===== config.mk =====
export PLATFORM = sky130hd
export DESIGN_NAME = instr_sequencer
export DESIGN_NICKNAME = d
export VERILOG_FILES = /design/src/rtl/instr_sequencer.sv
export SDC_FILE = /design/constraint.sdc
export NUM_CORES = 1
export LEC_CHECK = 0
export ABC_AREA = 1
export BUFFER_PORTS_ARGS = -buffer_cell sky130_fd_sc_hd__buf_2
export CORE_AREA = 2 2 106 108
export DETAILED_ROUTE_END_ITERATION = 16
export DIE_AREA = 0 0 108 110
export PLACE_DENSITY = 0.76
export SLEW_MARGIN = 20
export SYNTH_ARGS = -nofsm -noshare
export SYNTH_HDL_FRONTEND = slang
export SYNTH_SLANG_ARGS = --single-unit

===== constraint.sdc =====
create_clock -name clk -period 1.44 [get_ports clk]
set_input_delay 0.072 -clock clk [delete_from_list [all_inputs] [get_ports clk]]
set_output_delay 0.072 -clock clk [all_outputs]
set_load 0.02 [all_outputs]

===== src/rtl/instr_sequencer.sv =====
// Multi-cycle fetch/execute sequencer for a single-instruction datapath: owns the PC,
// fetches over valid/ready, and gates register-file writes. Optional: INSTR_SEQ_EBREAK_HALT_EN.
module instr_sequencer #(
  parameter int               XLEN     = 32,
  parameter logic [XLEN-1:0]  RESET_PC = '0,
  parameter int               CNT_W    = 16
) (
  input  logic              clk,
  input  logic              rst_n,
  input  logic              run,
  output logic              imem_req_valid,
  input  logic              imem_req_ready,
  output logic [XLEN-1:0]   imem_addr,
  input  logic              imem_rsp_valid,
  input  logic [31:0]       imem_rsp_data,
  output logic [31:0]       instruction,
  output logic              rf_we,
  input  logic              br_taken,
  input  logic [XLEN-1:0]   br_target,
  output logic [XLEN-1:0]   pc,
  output logic [CNT_W-1:0]  retired,
  output logic              halted,
  output logic              illegal
);

  typedef enum logic [2:0] {
    IDLE     = 3'd0,
    FETCH    = 3'd1,
    WAIT_RSP = 3'd2,
    EXEC     = 3'd3,
    WB       = 3'd4,
    HALT     = 3'd5
  } state_t;

  localparam logic [31:0] NOP    = 32'h0000_0013;
  localparam logic [31:0] EBREAK = 32'h0010_0073;

  state_t            state_reg, state_next;
  logic [XLEN-1:0]   pc_reg, pc_next;
  logic [31:0]       instr_reg, instr_next;
  logic [CNT_W-1:0]  retired_reg, retired_next;
  logic              halted_reg, halted_next;
  logic              illegal_reg, illegal_next;
  logic              writes_rd;
  logic              ebreak_halt;

  always_comb begin
    writes_rd = 1'b0;
    case (instr_reg[6:0])
      7'b0010011, 7'b0110011, 7'b0110111, 7'b0010111,
      7'b1101111, 7'b1100111, 7'b0000011: writes_rd = (instr_reg[11:7] != 5'd0);
      default:                            writes_rd = 1'b0;
    endcase
  end

`ifdef INSTR_SEQ_EBREAK_HALT_EN
  assign ebreak_halt = (instr_reg == EBREAK);
`else
  assign ebreak_halt = 1'b0;
`endif

  always_comb begin
    state_next     = state_reg;
    pc_next        = pc_reg;
    instr_next     = instr_reg;
    retired_next   = retired_reg;
    halted_next    = halted_reg;
    illegal_next   = illegal_reg;
    rf_we          = 1'b0;
    imem_req_valid = 1'b0;
    case (state_reg)
      IDLE: begin
        if (run) state_next = FETCH;
      end
      FETCH: begin
        imem_req_valid = 1'b1;
        if (imem_req_ready) state_next = WAIT_RSP;
      end
      WAIT_RSP: begin
        if (imem_rsp_valid) begin
          instr_next = imem_rsp_data;
          if (imem_rsp_data[1:0] != 2'b11) begin
            illegal_next = 1'b1;
            state_next   = HALT;
          end else begin
            state_next = EXEC;
          end
        end
      end
      EXEC: begin
        state_next = WB;
      end
      WB: begin
        // halted marks a deliberate EBREAK stop; an illegal-word stop is reported by illegal alone
        if (ebreak_halt) begin
          halted_next = 1'b1;
          state_next  = HALT;
        end else begin
          rf_we        = writes_rd;
          pc_next      = br_taken ? (br_target & {{(XLEN-2){1'b1}}, 2'b00})
                                  : pc_reg + XLEN'(4);
          retired_next = retired_reg + CNT_W'(1);
          state_next   = run ? FETCH : IDLE;
        end
      end
      HALT: begin
        state_next = HALT;
      end
      default: begin
        state_next = IDLE;
      end
    endcase
  end

  always_ff @(posedge clk) begin
    if (!rst_n) begin
      state_reg   <= IDLE;
      pc_reg      <= RESET_PC;
      instr_reg   <= NOP;
      retired_reg <= '0;
      halted_reg  <= 1'b0;
      illegal_reg <= 1'b0;
    end else begin
      state_reg   <= state_next;
      pc_reg      <= pc_next;
      instr_reg   <= instr_next;
      retired_reg <= retired_next;
      halted_reg  <= halted_next;
      illegal_reg <= illegal_next;
    end
  end

  assign imem_addr   = pc_reg;
  assign pc          = pc_reg;
  assign instruction = instr_reg;
  assign retired     = retired_reg;
  assign halted      = halted_reg;
  assign illegal     = illegal_reg;

endmodule

==> metrics.md <==
| Metric | Value |
|---|---|
| Outcome | finished with violations |
| Failing checks | negative setup slack |
| Grt ovf | 0 |
| Share of cells above drive strength 1 | 37.27% |
| Leakage | 3.095 nW |
| Startpoint Class | register |
| Final HPWL DP | 10,140 um |
| Flop pwr share | 39.4% |
| Synthesis-to-finish area growth | 46.17% |
| R2R depth | 9 |
| Crit share post-route | 103.5% |
| Post-Synth Simple-Gate Area | 36.36% |
| Largest family of logic cells by synthesized area | simple AND/OR/NAND/NOR gates |
| Primary FF master, synth | dfxtp_1 |
| Complex-gate fraction of the synthesized area | 13.75% |
| Final worst path period need | 1491 ps |
| H-tree levels | 3 |
| Crit Path Category | reg2reg |
| Number of flip-flops in the largest register | 32 |
| GP Congestion | 0.8695 |
| Clock sink count | 82 |
| Count leader, synth | nand2_1 |
| Register area | 1683 um2 |
| Adder-Cell Fraction of Synth Area | 0.5391% |
| Nets@finish | 1,049 |
| Antenna cells | 0 |
| Vias in the first global route | 5,138 |
| Final setup margin | -50.63 ps |
| I/O pins | 186 |
| Met2 GRT Util | 45.42% |
| CTS Buf Count | 9 |
| Clk network pwr share | 27.9% |
| Initial antenna violation count | 0 |
| Avg Cell Area, Syn | 6.248 um2 |
| Worst hold slack | 17.68 ps |
| Final setup viols | 4 |
| Post-synthesis mux area share | 0% |
| Area of the multi-input gates | 2649 um2 |
| Initial DRC count | 234 |
| Final Hold Fails | 0 |
| Antenna-violating nets left | 0 |
| Detailed Routing Iterations Pass 1 | 5 |
| Cells after Synth | 743 |
| Die area | 11,880 um2 |
| Worst setup path start | state_reg[1] |
| Met3 usage | 4.174% |
| Worst-path fanout max | 7 |
| Synth Register Bits | 82 |
| Aggregate routed wire length | 15,130 um |
| Die Wd | 108 um |
| Core area | 10,700 um2 |
| Required @ worst endpoint | 1700 ps |
| Clock slew at reported path FFs | 90 ps |
| Synthesized area | 4642 um2 |
| Internal power | 4.458 mW |
| Tot GR Track Use | 24.89% |
| First-pass GRT wire length | 23,670 um |
| Setup Skew | 21.78 ps |
| Via count | 5,585 |
| Synth warnings | 0 |
| Sequential area share after synthesis | 35.36% |
| Synth area leaders | dfxtp_1 (35%), nand2_1 (15%), nor2_1 (12%), o21ai_0 (6.6%), buf_4 (5.7%) |
| Max VDD drop | 0.9798 mV |
| Max Slew Vio Count | 0 |
| XOR/XNOR share of the synthesized area | 0.7547% |
| # fillers | 978 |
| Asr flop ratio synth | 0% |
| Vias per cell | 4.978 |
| RSZ-0062 raised after global routing | yes |
| Worst reg2reg startpoint | state_reg[1] |
| Gr busiest metal | met2 |
| CTS root buf | clkbuf_8 |
| Final TNS setup | -76.67 ps |
| Num rows | 38 |
| Switching power | 2.589 mW |
| Yosys cell types | 38 |
| Top cells by count, synth | nand2_1 (188), nor2_1 (146), dfxtp_1 (82) |
| Post-route DRC | 0 |
| Hold Crit Start | br_target[2] |
| Largest net degree at the start of global routing | 44 |
| Clock Latency Late Sink | 360 ps |
| Initial Util | 43.39% |
| Logic pwr share | 32.7% |
| Min-delay worst type | in2reg |
| PortBufs | 178 |
| Pwr dens | 1039 nW/um2 |
| Switch share | 36.74% |
| Most area-hungry cell type in the Yosys netlist | dfxtp_1 |
| Worst EP arrival | 1750 ps |
| Max-cap viol count | 0 |
| Area share of the largest cell type after synthesis | 35.36% |
| Worst hold path cell count | 3 |
| Crit end category | register |
| Global-route met1 utilization | 29.83% |
| Fmax | 670.9 MHz |
| CTS max path bufs | 2 |
| Drt wl/cell | 13.48 um |
| Number of flops mapped to enable cells by yosys | 0 |
| Die height | 110 um |
| CTS tree | done |
==> power by group through the flow <==
stage	Combinational [mW]	Sequential, mW	Clock [mW]
2_1_floorplan	0.997	3.10	0
3_3_place_gp	2.03	2.78	0
3_5_place_dp	2.06	2.78	0
4_1_cts	2.16	2.73	1.99
5_1_grt	2.50	2.81	2.09
6_report	2.31	2.77	1.97
==> cells in the final DEF, fill, tap and decap left out, drive strengths merged <==
master       Yosys  layout
buf             45     248
nand2          191     191
nor2           153     153
dfxtp           82      82
inv             61      65
o21ai           64      64
a21oi           43      43
nand3           38      38
dlygate4sd3      0      34
nor3            13      13
clkbuf          18       9
nand4            5       5
conb             1       5
or2              4       4
xor2             3       3
a211oi           3       3
o31ai            3       3
o22ai            2       2
o211ai           2       2
nand3b           2       2
a31oi            2       2
bufinv           0       2
ha               2       2
clkinv           1       1
and2             1       1
a221oi           1       1
a2111oi          1       1
nor3b            1       1
xnor2            1       1
clkinvlp         0       1
==> routing by layer <==
metal  vias to the layer above  wire length, um
met2                       232             7674
met1                      2514             6078
met4                         0              349
li1                       2805                -
met5                         -                0
met3                        34             1023
==> metrics by stage <==
stage / setup slack, ps / util, % / cells / total power, mW / instance area [um2]
6_report: -50.63 / 63.43 / 1122 / 7.047 / 6785
3_5_place_dp: -23.41 / 54.64 / 1061 / 4.839 / 5846
3_3_place_gp: -4.672 / 54.64 / 1061 / 4.806 / 5846
4_1_cts: -18.37 / 60.26 / 1113 / 6.878 / 6446
5_1_grt: -149.9 / 63.43 / 1122 / 7.399 / 6785
2_1_floorplan: -17.74 / - / 747 / 4.100 / 4677
==> critical path: stages, from the launching register on <==
cell     delay [ps]
dfxtp_2         340
nor2_2          110
nand2_2          90
buf_6           150
nor3_4          250
nand3_4         140
nor2_4          140
nand3_1          80
nand2_1          70
nor2_1           40
==> path summary, 6_finish.rpt <==
path | to | slack (ps)
max | retired[14] | -50
min | imem_addr[2] | 20
max reg2reg | retired[14] | -50
min reg2reg | illegal | 460
==> cells by family after synthesis <==
group,count (synthesis)
buf+inv,125
other cells,1
simple gates,408
xor+xnor,4
flops,82
fa+ha+maj,2
compound gates,121
==> cell type report <==
cell class                      instances  share of cell area (%)
Multi-Input combinational cell        540                   39.04
Timing Repair Buffer                  282                   26.74
Sequential cell                        82                   24.80
Inverter                               62                   3.467
Tap cell                              140                   2.582
Clock buffer                            9                   1.826
Clock inverter                          7                   1.549
==> what timing repair did <==
item	in CTS	in global routing
hold endpoints to repair	34	0
gates cloned	0	0
hold buffers	34	0
pin swaps	4	24
endpoints found under the setup margin	9	41
gates resized for setup	8	96
buffers inserted	2	9
Note: power is estimated with default switching activity, not from simulation.
